<file path="config.mk">
export PLATFORM = sky130hd
export DESIGN_NAME = rat_restore_walker
export DESIGN_NICKNAME = d
export VERILOG_FILES = /design/src/rtl/rat_restore_walker.sv
export SDC_FILE = /design/constraint.sdc
export NUM_CORES = 1
export LEC_CHECK = 0
export BUFFER_PORTS_ARGS = -buffer_cell sky130_fd_sc_hd__buf_2
export CORE_AREA = 2 2 49 60
export DETAILED_ROUTE_END_ITERATION = 12
export DIE_AREA = 0 0 51 62
export PLACE_DENSITY_LB_ADDON = 0.12
export SLEW_MARGIN = 20
export SYNTH_ARGS = -nofsm -noshare
export SYNTH_HDL_FRONTEND = slang
export SYNTH_SLANG_ARGS = --single-unit
export TNS_END_PERCENT = 50
</file>
<file path="constraint.sdc">
create_clock -name clk -period 1.7 [get_ports clk]
set_input_delay 0.34 -clock clk [delete_from_list [all_inputs] [get_ports clk]]
set_output_delay 0.34 -clock clk [all_outputs]
set_load 0.01 [all_outputs]
</file>
<file path="src/rtl/rat_restore_walker.sv">
`default_nettype none
// ============================================================================
//  Module   : rat_restore_walker
//  Purpose  : Rolls the register alias table back after a flush. It walks the
//             ROB entries younger than the flushing instruction, youngest
//             first and one per cycle, and replays each (new, old) physical
//             id pair into the RAT restore port. Rename stays stalled until
//             the walk completes.
//  Options  : RAT_RESTORE_WALKER_PERF_EN adds saturating performance counters
//             (perf_walk_count, perf_stall_cycles).
//  Revision : 1.0  initial release
// ============================================================================
module rat_restore_walker #(
    parameter int ROB_DEPTH        = 16,
    parameter int ROB_ID_WIDTH     = 4,
    parameter int PHY_REG_ID_WIDTH = 6
) (
    input  logic                        clk,
    input  logic                        rst,

    // Flush request from the commit stage
    input  logic                        flush_req,
    input  logic [ROB_ID_WIDTH-1:0]     flush_rob_id,
    input  logic [ROB_ID_WIDTH-1:0]     rob_tail_id,
    output logic                        flush_ack,

    // ROB read port (combinational read)
    output logic [ROB_ID_WIDTH-1:0]     rob_rd_id,
    input  logic                        rob_rd_has_dest,
    input  logic [PHY_REG_ID_WIDTH-1:0] rob_rd_new_phy_id,
    input  logic [PHY_REG_ID_WIDTH-1:0] rob_rd_old_phy_id,

    // RAT restore port
    output logic [PHY_REG_ID_WIDTH-1:0] commit_rat_restore_new_phy_id,
    output logic [PHY_REG_ID_WIDTH-1:0] commit_rat_restore_old_phy_id,
    output logic                        commit_rat_restore_map,

    // Pipeline control
    output logic                        rename_stall,
    output logic                        walk_done
`ifdef RAT_RESTORE_WALKER_PERF_EN
    ,
    output logic [31:0]                 perf_walk_count,
    output logic [31:0]                 perf_stall_cycles
`endif
);

    // ------------------------------------------------------------------------
    // Constants
    // ------------------------------------------------------------------------
    localparam logic [ROB_ID_WIDTH-1:0] c_ID_ONE  = ROB_ID_WIDTH'(1);
    localparam logic [ROB_ID_WIDTH-1:0] c_ID_LAST = ROB_ID_WIDTH'(ROB_DEPTH - 1);

    typedef enum logic [1:0] {
        S_IDLE = 2'd0,
        S_WALK = 2'd1,
        S_DONE = 2'd2
    } state_t;

    // ------------------------------------------------------------------------
    // State and datapath registers
    // ------------------------------------------------------------------------
    state_t                        r_state;
    state_t                        w_state_nxt;

    logic [ROB_ID_WIDTH-1:0]       r_ptr;      // entry being read this cycle
    logic [ROB_ID_WIDTH-1:0]       r_end;      // flushing entry, never walked
    logic [PHY_REG_ID_WIDTH-1:0]   r_new_phy;
    logic [PHY_REG_ID_WIDTH-1:0]   r_old_phy;
    logic                          r_map;
    logic                          r_stall;
    logic                          r_done;

    // ------------------------------------------------------------------------
    // Combinational helpers
    // ------------------------------------------------------------------------
    logic [ROB_ID_WIDTH-1:0]       w_ptr_init;  // youngest valid entry
    logic [ROB_ID_WIDTH-1:0]       w_ptr_dec;   // next-younger-to-older pointer
    logic                          w_accept;
    logic                          w_walk_empty;
    logic                          w_walk_last;

    // Derive the walk start point, pointer step and the end-of-walk tests
    always_comb begin
        w_ptr_init   = rob_tail_id - c_ID_ONE;
        // N == 0 exactly when the youngest live entry is the flushing one
        w_walk_empty = (w_ptr_init == flush_rob_id);
        // Explicit wrap keeps the pointer inside the ROB for any depth
        w_ptr_dec    = (r_ptr == '0) ? c_ID_LAST : (r_ptr - c_ID_ONE);
        w_walk_last  = (w_ptr_dec == r_end);
        w_accept     = (r_state == S_IDLE) && flush_req;
    end

    // ------------------------------------------------------------------------
    // FSM state register
    // ------------------------------------------------------------------------
    // Hold the walk state; an asynchronous reset aborts any walk in flight
    always_ff @(posedge clk or negedge rst) begin
        if (!rst) begin
            r_state <= S_IDLE;
        end else begin
            r_state <= w_state_nxt;
        end
    end

    // ------------------------------------------------------------------------
    // FSM next-state and combinational outputs
    // ------------------------------------------------------------------------
    // Select the next state and drive the combinational handshake/read address
    always_comb begin
        w_state_nxt = r_state;
        flush_ack   = 1'b0;
        rob_rd_id   = '0;

        case (r_state)
            S_IDLE: begin
                flush_ack = flush_req;
                if (flush_req) begin
                    w_state_nxt = w_walk_empty ? S_DONE : S_WALK;
                end
            end

            S_WALK: begin
                rob_rd_id = r_ptr;
                if (w_walk_last) begin
                    w_state_nxt = S_DONE;
                end
            end

            S_DONE: begin
                w_state_nxt = S_IDLE;
            end

            default: begin
                w_state_nxt = S_IDLE;
            end
        endcase
    end

    // ------------------------------------------------------------------------
    // Walk pointer and end marker
    // ------------------------------------------------------------------------
    // Load the pointer on accept and step it toward the flushing entry
    always_ff @(posedge clk or negedge rst) begin
        if (!rst) begin
            r_ptr <= '0;
            r_end <= '0;
        end else if (w_accept) begin
            r_ptr <= w_ptr_init;
            r_end <= flush_rob_id;
        end else if (r_state == S_WALK) begin
            r_ptr <= w_ptr_dec;
        end
    end

    // ------------------------------------------------------------------------
    // RAT restore port
    // ------------------------------------------------------------------------
    // Latch the pair read this cycle; the strobe marks entries with a dest
    always_ff @(posedge clk or negedge rst) begin
        if (!rst) begin
            r_new_phy <= '0;
            r_old_phy <= '0;
            r_map     <= 1'b0;
        end else if (r_state == S_WALK) begin
            r_new_phy <= rob_rd_new_phy_id;
            r_old_phy <= rob_rd_old_phy_id;
            r_map     <= rob_rd_has_dest;
        end else begin
            r_map     <= 1'b0;
        end
    end

    // ------------------------------------------------------------------------
    // Stall and completion
    // ------------------------------------------------------------------------
    // Stall tracks the WALK/DONE states; done pulses on the edge leaving DONE
    always_ff @(posedge clk or negedge rst) begin
        if (!rst) begin
            r_stall <= 1'b0;
            r_done  <= 1'b0;
        end else begin
            r_stall <= (w_state_nxt == S_WALK) || (w_state_nxt == S_DONE);
            r_done  <= (r_state == S_DONE);
        end
    end

    assign commit_rat_restore_new_phy_id = r_new_phy;
    assign commit_rat_restore_old_phy_id = r_old_phy;
    assign commit_rat_restore_map        = r_map;
    assign rename_stall                  = r_stall;
    assign walk_done                     = r_done;

`ifdef RAT_RESTORE_WALKER_PERF_EN
    // ------------------------------------------------------------------------
    // Performance counters (saturating)
    // ------------------------------------------------------------------------
    logic [31:0] r_perf_walk;
    logic [31:0] r_perf_stall;

    // Count walked entries and stalled cycles, holding at all-ones
    always_ff @(posedge clk or negedge rst) begin
        if (!rst) begin
            r_perf_walk  <= '0;
            r_perf_stall <= '0;
        end else begin
            if ((r_state == S_WALK) && (r_perf_walk != 32'hFFFF_FFFF)) begin
                r_perf_walk <= r_perf_walk + 32'd1;
            end
            if (r_stall && (r_perf_stall != 32'hFFFF_FFFF)) begin
                r_perf_stall <= r_perf_stall + 32'd1;
            end
        end
    end

    assign perf_walk_count   = r_perf_walk;
    assign perf_stall_cycles = r_perf_stall;
`endif

endmodule
`default_nettype wire

</file>
-- Word level (Yosys, flattened, before mapping)
Cells that the tools add are included.
- register bits: 25
- input bits: 24
- output and inout port bits: 20
- $add $sub $neg: 2
- equal/unequal tests: 6
- muxes and demuxes: 10
- reductions and logical operators: 5
- operators by type and width (operator ; number):
    4-bit two-way mux ; 4
    4-bit == test ; 2
    4-bit by 1-bit subtractor with 4-bit output (second input constant) ; 2
    2-bit two-way mux ; 3
    2-bit by 1-bit == test with 1-bit output (second input constant) ; 2
    2-bit == test (second input constant) ; 2
    4-bit logical NOT ; 1
    2-bit one-hot mux with 2 select lines ; 1
    2-bit logical NOT ; 1
    1-bit two-way mux ; 2
    2-bit nonzero test ; 1
    1-bit logical AND ; 1
    1-bit logical OR ; 1

-- Depth between registers and ports, before layout
Gate-level depths: netlist of the first run.
- depth after elaboration: 7
- depth in mapped cells: 7

-- Worst setup path before layout of the first run
OpenSTA, ideal clock, no wires.
- path type: register to register
- start: register r_ptr[2]
- end: register r_state[0]
- library setup time: 0.121 ns
- data arrival time: 1.474 ns
- slack: 0.105 ns
- stages on the path, launching flop included: 6
- period minus slack after synthesis: 1.595 ns
- cell sequence: dfrtp_1 > or4b_1 > o311a_2 > xnor2_2 > nand4_1 > a22o_1
- word-level cells in the longest chain between the ends: 5
- elaborated cells between the ends (all ways): 6
- classes of those cells: add/sub (1); eq/ne (1); mux (3); reduce/logical (1)
- ends and longest elaborated chain (what ; line ; RTL):
    start: declaration ; 66 ; logic [ROB_ID_WIDTH-1:0] r_ptr;
    start signal: assignment ; 149 ; r_ptr <= w_ptr_init;
    start signal: assignment ; 152 ; r_ptr <= w_ptr_dec;
    4-bit by 1-bit subtractor with 4-bit output or 4-bit logical NOT (tied branches) ; 89 ; w_ptr_dec = (r_ptr == '0) ? c_ID_LAST : (r_ptr - c_ID_ONE);
    4-bit two-way mux * ; 89 ;
    4-bit == test * ; 90 ; w_walk_last = (w_ptr_dec == r_end);
    2-bit two-way mux * ; 125 ; if (w_walk_last) begin
    2-bit one-hot mux with 2 select lines * ; 115 ; case (r_state)
    via w_state_nxt[0] ; 64 ; state_t w_state_nxt;
    end signal: assignment ; 102 ; r_state <= w_state_nxt;
    end: declaration ; 63 ; state_t r_state;
The timed path passes the listed nets; every way through them passes the cells marked *.
A chain may end at the register's enable or synchronous reset.

-- Final worst setup path of the first run
- start: register r_ptr[0]
- end: register r_state[0]
Same word-level chain as after synthesis.

==> flow_metrics.py, run 1 <==
metrics = {
    "run_status": {
        "status": "completed",
    },
    "detailed_routing": {
        "postRouteAntennaNets": 0,
        "drtPass1Iterations": 4,
        "vias": 981,
        "vias_per_cell": 4.74,
        "drtIter0Drc": 14,
        "routed_wl_mm": 2.39,
        "post_drt_wl_per_cell_um": 11.5,
        "drcViolationCount": 0,
    },
    "setup_path": {
        "r2r_slack_ns": 0.04,
        "required_ns": 1.92,
        "path_delay_family": "compound AO/OA/AOI/OAI gates",
        "worstPathCellList": "inv_1 -> ha_2 -> o311a_2 -> xnor2_2 -> nand4_1 -> a22o_1",
        "worstPathMaxFanout": 4,
        "critPathKind": "reg2reg",
        "endpoint_kind": "flop",
        "rr_startpoint": "r_ptr[0]",
        "max_stage_delay_ns": 0.43,
        "rr_worst_depth": 6,
        "critPathLaunchType": "flop",
        "crit_buf_inv": 1,
        "crit_slowest_cell": "dfrtp_1",
        "regToRegEndpoint": "r_state[0]",
        "crit_arrival_ns": 1.88,
    },
    "layout": {
        "fillers": 245,
        "area_growth_pct": 31.8,
        "layout-drive-gt1-share_pct": 41.0,
        "layout.area.seq_um2": 627,
        "finish.utilization_pct": 58.6,
        "diodes": 0,
        "final_cells": 207,
        "multi_input_area_um2": 542,
        "nets": 200,
    },
    "grt": {
        "grt_pass1_wl_mm": 3.93,
        "grt_max_degree": 26,
        "track_usage_pct": 16.5,
        "grt_overflow_total": 0,
        "antenna_found_initial": 0,
        "first_global_vias": 874,
    },
    "floorplan": {
        "die_y_um": 62,
        "fp-row-count": 21,
        "core_area_um2": 2650,
        "ios": 44,
        "die_area_um2": 3160,
        "initial_core_util_pct": 44.4,
        "fp.dieW_um": 51,
    },
    "logic_synthesis": {
        "netlist.area_leader.share_pct": 53.1,
        "syn_nets": 148,
        "synth_seq_cells": 25,
        "ys_types": 29,
        "async_flop_share_pct": 100,
        "synth_edf_count": 0,
        "syn-instance-count": 122,
        "synth.cell_area_um2": 1180,
        "yosysSeqAreaShare_pct": 53.1,
        "netlist_top_cells_area": "dfrtp_1, nand2_1, xor2_1, mux2_2, xnor2_1",
        "synth-main-ff-cell": "dfrtp_1",
        "synth_top_cell_by_area": "dfrtp_1",
        "avgSynthCellArea_um2": 9.66,
        "yosys_warnings": 0,
        "yosysMostFrequentCell": "nand2_1",
        "synthTopCellsByCount": "nand2_1, dfrtp_1, xor2_1",
    },
    "hold_path": {
        "hold_depth": 3,
        "hold_path_startpoint": "rob_rd_old_phy_id[1]",
        "hold_path.class": "in2reg",
        "whs_endpoint": "commit_rat_restore_old_phy_id[1]",
    },
    "sta": {
        "finalClockSkew_ns": 0.00510,
        "finalSetupTns_ns": 0,
        "slew_violations": 0,
        "grt_setup_unrepaired": "true",
        "finalSetupViolCount": 0,
        "clock.fmax_mhz": 601,
        "maxSlewHeadroom_pct": 63.3,
        "whs_ns": 0.203,
        "post-route-min-period_ns": 1.66,
        "tightest_slew_ns": 0.551,
        "period_share_pct": 97.9,
        "timing.final.hold_violations": 0,
    },
    "clocking": {
        "h-tree-depth": 1,
        "path_clk_slew_ns": 0.14,
        "cts_buffers": 3,
        "cts.sinks": 25,
        "cts_tree": "built",
        "clk_path_buf_depth": 2,
        "clk_latency_ns": 0.31,
        "root_buffer": "clkbuf_4",
    },
    "power_and_ir_drop": {
        "ir_drop_v": 0.00110,
        "leakage_nw": 0.824,
        "p_per_area_nw_per_um2": 2000,
        "total_power_mw": 3.11,
    },
    "place": {
        "dp.cells": 197,
        "port_buffers": 43,
        "hpwl_mm": 1.76,
        "place_congestion": 0.845,
    },
    "run": {
        "drv_cap": 0,
    },
}
## state kept, by name (all words and copies together) (netlist names)
register / count
commit_rat_restore_new_phy_id: 6
commit_rat_restore_old_phy_id: 6
r_end: 4
r_ptr: 4
r_state: 2
commit_rat_restore_map: 1
rename_stall: 1
walk_done: 1
## power breakdown
part	internal, mW	switching (mW)	leakage, nW
sequential	0.897	0.206	0.300
combinational	0.833	0.907	0.510
clock	0.0896	0.177	0.0139
## placed cells by master, fill, tap and decap left out, types with 2 or more instances in the layout
master,n
buf_2,43
nand2_1,41
dfrtp_1,24
buf_4,8
xor2_1,7
inv_1,5
nor2_1,4
xnor2_1,4
mux2_2,4
clkbuf_4,3
nand4_1,2
and2_1,2
o21ai_0,2
## what timing repair did
item / CTS / global route
hold buffers: 1 / 0
endpoints found under the setup margin: 4 / 7
pin swaps: 0 / 1
gates resized for setup: 4 / 8
setup buffers: 0 / 5
endpoints found under the hold margin: 15 / 0
## logic make-up after synthesis
| family | synth area share, % |
|---|---|
| flops | 53.1 |
| compound gates | 5.73 |
| buf+inv | 3.61 |
| mux | 4.67 |
| simple gates | 21.2 |
| xor+xnor | 9.55 |
| fa+ha+maj | 2.12 |
## layer usage
metal | GRT usage (%) | vias to the layer above | part of all wire, %
li1 | - | 493 | -
met1 | 21.8 | 466 | 46
met2 | 27.6 | 22 | 50
met3 | 3.59 | 0 | 4.5
met4 | 4.63 | 0 | 0
met5 | 0 | - | 0
## tightest hold or removal path, delay by kind of cell
kind	cells	cell delay [ns]
AND/OR/NAND/NOR	2	0.08
buffers and inverters	1	0.07
## area by class of cell
| cell class | instances | share of cell area, % |
|---|---|---|
| flip-flops and latches | 25 | 40.3 |
| clock inverters | 1 | 0.483 |
| repair buffers | 52 | 18.4 |
| well taps | 34 | 2.74 |
| clock buffers | 3 | 1.45 |
| multi-input cells | 86 | 34.9 |
| inverters | 6 | 1.77 |
## worst max-delay path by stage
stage	startpoint	end	slack (ns)	cells past startpoint
global placement	r_ptr[0]	r_state[0]	0.06	7
detailed placement	r_ptr[0]	r_state[0]	0.01	7
finish	r_ptr[0]	r_state[0]	0.04	6
floorplan	r_ptr[2]	r_state[0]	0.10	5
global route	r_ptr[0]	r_state[0]	-0.03	6
CTS	r_ptr[0]	r_state[0]	-0.004	7
## stage by stage
step / worst slack [ns] / instance area (µm²)
after floorplan: 0.105 / 1180
after global placement: 0.0633 / 1440
after detailed placement: 0.0113 / 1440
after CTS: -0.00392 / 1490
after global routing: -0.0264 / 1550
final: 0.0360 / 1550
Power figures use the tool's default switching activity.
==> inputs of run 2 (changes only) <==
--- a/config.mk
+++ b/config.mk
@@ -5,10 +5,12 @@
 export SDC_FILE = /design/constraint.sdc
 export NUM_CORES = 1
 export LEC_CHECK = 0
+export ABC_AREA = 1
 export BUFFER_PORTS_ARGS = -buffer_cell sky130_fd_sc_hd__buf_2
-export CORE_AREA = 2 2 49 60
+export CORE_AREA = 10 10 58 69
 export DETAILED_ROUTE_END_ITERATION = 12
-export DIE_AREA = 0 0 51 62
+export DIE_AREA = 0 0 68 79
+export GPL_ROUTABILITY_DRIVEN = 0
 export PLACE_DENSITY_LB_ADDON = 0.12
 export SLEW_MARGIN = 20
 export SYNTH_ARGS = -nofsm -noshare
==> run 2 against run 1 <==
  * The flow now finishes with violations (hold timing)
  * Flip-flop and latch count unchanged
  * First-iteration DRC count rose to 4.1 times the previous value
  * Sequential power is 5% lower
  * Final area fell by 0.89%
  * Largest power group unchanged
  * Critical path type is now reg2out
  * Count of clock-buffer cells in the layout did not move
  * Die area increased by 70%
  * Wire length rose by 27%
  * Maximum frequency is 2.7% higher
  * Clock power down 4%
  * Via count rose by 19%
  * Non-clock buffer count is 8 lower
==> flow_metrics.py, run 2 <==
metrics = {
    "clocking": {
        "clk_latency_ns": 0.31,
        "root_buffer": "clkbuf_4",
        "path_clk_slew_ns": 0.13,
        "clk_path_buf_depth": 2,
        "h-tree-depth": 1,
        "postCtsSetupRepairBufs": 0,
        "cts_buffers": 3,
        "cts.sinks": 25,
        "cts_tree": "built",
    },
    "sta": {
        "worst_slack_ns": 0.0801,
        "post-route-min-period_ns": 1.62,
        "tightest_slew_ns": 0.548,
        "finalSetupTns_ns": 0,
        "finalClockSkew_ns": 0.00698,
        "timing.final.hold_violations": 16,
        "whs_ns": -0.00592,
        "slew_violations": 0,
        "finalSetupViolCount": 0,
        "grt_setup_unrepaired": "true",
        "maxSlewHeadroom_pct": 63.5,
        "period_share_pct": 95.3,
        "clock.fmax_mhz": 617,
    },
    "logic_synthesis": {
        "synth-main-ff-cell": "dfrtp_1",
        "yosys_warnings": 0,
        "synth.cell_area_um2": 1260,
        "synth_seq_cells": 25,
        "netlist.area_leader.share_pct": 49.7,
        "synthAdderAreaFrac_pct": 1.99,
        "avgSynthCellArea_um2": 7.54,
        "syn_nets": 193,
        "synth_edf_count": 0,
        "synth_top_family_by_area": "simple AND/OR/NAND/NOR gates",
        "syn-instance-count": 167,
        "synth_simple_gate_area_share_pct": 32.9,
        "synthMuxAreaShare_pct": 0,
        "synth_compound_area_share_pct": 5.36,
        "ys_types": 19,
        "async_flop_share_pct": 100,
        "synth-xor-area-share_pct": 2.09,
        "netlist_top_cells_area": "dfrtp_1, nand2_1, inv_1, o21ai_0, nor2_1",
        "synthTopCellsByCount": "nand2_1, dfrtp_1, inv_1",
        "synth_top_cell_by_area": "dfrtp_1",
        "yosysMostFrequentCell": "nand2_1",
        "yosysSeqAreaShare_pct": 49.7,
    },
    "grt": {
        "grt_overflow_total": 0,
        "first_global_vias": 1204,
        "antenna_found_initial": 0,
        "track_usage_pct": 11.5,
        "grt_pass1_wl_mm": 5.07,
        "grt_max_degree": 26,
    },
    "detailed_routing": {
        "drcViolationCount": 0,
        "routed_wl_mm": 3.03,
        "vias": 1166,
        "post_drt_wl_per_cell_um": 12.4,
        "drtIter0Drc": 57,
        "vias_per_cell": 4.76,
        "drtPass1Iterations": 4,
        "postRouteAntennaNets": 0,
    },
    "power_and_ir_drop": {
        "p_per_area_nw_per_um2": 1850,
        "leakage_nw": 0.908,
        "ir_drop_v": 0.000892,
    },
    "floorplan": {
        "initial_core_util_pct": 46.1,
        "die_y_um": 79,
        "ios": 44,
        "fp-row-count": 21,
        "fp.dieW_um": 68,
        "core_area_um2": 2730,
        "die_area_um2": 5370,
    },
    "setup_path": {
        "endpoint_kind": "output pin",
        "critPathKind": "reg2out",
        "required_ns": 1.36,
        "worstPathCellList": "nor2_2 -> nand2_4 -> inv_2 -> buf_2",
        "crit_slowest_cell": "dfrtp_1",
        "crit_arrival_ns": 1.28,
        "critPathLaunchType": "flop",
        "worstPathMaxFanout": 15,
        "max_stage_delay_ns": 0.44,
    },
    "layout": {
        "final_common_cell": "nand2_1",
        "finish.utilization_pct": 56.4,
        "area_growth_pct": 22.2,
        "fillers": 280,
        "layout_common_cells": "nand2_1, buf_2, dfrtp_1",
        "layout-drive-gt1-share_pct": 29.4,
        "final_cells": 245,
        "nets": 238,
        "diodes": 0,
    },
    "hold_path": {
        "hold_path.class": "in2async",
    },
    "run_status": {
        "violations": "hold timing",
        "status": "finished with violations",
    },
    "place": {
        "dp.cells": 241,
        "port_buffers": 43,
        "hpwl_mm": 2.40,
        "place_ws_ns": 0.254,
    },
    "run": {
        "drv_cap": 0,
    },
}
-- run 2: cell count changes in the layout (fill, tap and decap cells not counted), moves of 2 or more --
cell	previous run	this run
nand3_1	0	8
xnor2_1	4	1
nand2_2	1	5
mux2_2	4	0
nand3_2	0	2
buf_4	8	1
inv_2	0	4
and2_1	2	0
inv_1	5	17
o21ai_0	2	10
nand2_1	41	67
nor2_1	4	12
xor2_1	7	2
-- run 2: logic make-up (layout without fill, tap and decap cells) --
group	count (synthesis)	in the layout
buffers and inverters	25	69
flip-flops	25	25
AND/OR/NAND/NOR	99	99
adder cells (fa/ha/maj)	2	2
XOR/XNOR	3	3
AO/OA/AOI/OAI	13	13
-- run 2: area by class of cell --
type                    count  area (µm²)  area share, %
clock inverters             1        5.00          0.325
flip-flops and latches     25         626           40.6
repair buffers             44         223           14.5
inverters                  21        78.8           5.12
well taps                  34        42.5           2.76
multi-input cells         117         543           35.3
clock buffers               3        22.5           1.46
-- run 2: where the power goes --
group | internal [mW] | total (mW) | switching [mW]
clock | 0.0878 | 0.255 | 0.167
sequential | 0.878 | 1.04 | 0.165
combinational | 0.563 | 1.55 | 0.987
total | 1.53 | 2.85 | 1.32
-- run 2: final timing paths --
path | start | to | slack [ns] | cells after the start
min in group clk | rob_rd_new_phy_id[0] | commit_rat_restore_new_phy_id[0] | 0.21 | 3
worst min register to register | commit_rat_restore_old_phy_id[2] | commit_rat_restore_old_phy_id[2] | 0.49 | 2
worst max register to register | r_ptr[0] | r_state[0] | 0.26 | 8
worst min-delay path | rst | commit_rat_restore_new_phy_id[2] | -0.006 | 1
max in group asynchronous | rst | r_ptr[2] | 1.34 | 1
worst max-delay path | r_state[0] | flush_ack | 0.08 | 4
-- run 2: per-stage QoR --
step	instance area, µm²	total power [mW]
after floorplan	1260	2.09
after global placement	1500	2.53
after detailed placement	1500	2.58
after CTS	1530	2.86
after global routing	1540	3.14
final	1540	2.85
-- run 2: metal layers --
| metal | GRT usage, % | wire [µm] | share of wire [%] | vias up |
|---|---|---|---|---|
| met5 | 0 | 0 | 0 | - |
| met4 | 3.63 | 14 | 0.46 | 0 |
| met3 | 3.09 | 281 | 9.3 | 2 |
| met2 | 19.5 | 1500 | 50 | 38 |
| met1 | 13.6 | 1230 | 41 | 521 |
| li1 | - | - | - | 605 |
-- run 2: worst max-delay path: cells and delay by family, from the launching register on --
family	cells	cell delay (ns)
buffers and inverters	2	0.23
DFF	1	0.44
and+or+nand+nor	2	0.29
-- run 2: timing repair --
action / CTS / global route
resized for setup: 0 / 4
setup endpoints to repair: 2 / 5
hold buffers: 0 / 0
endpoints found under the hold margin: 0 / 0
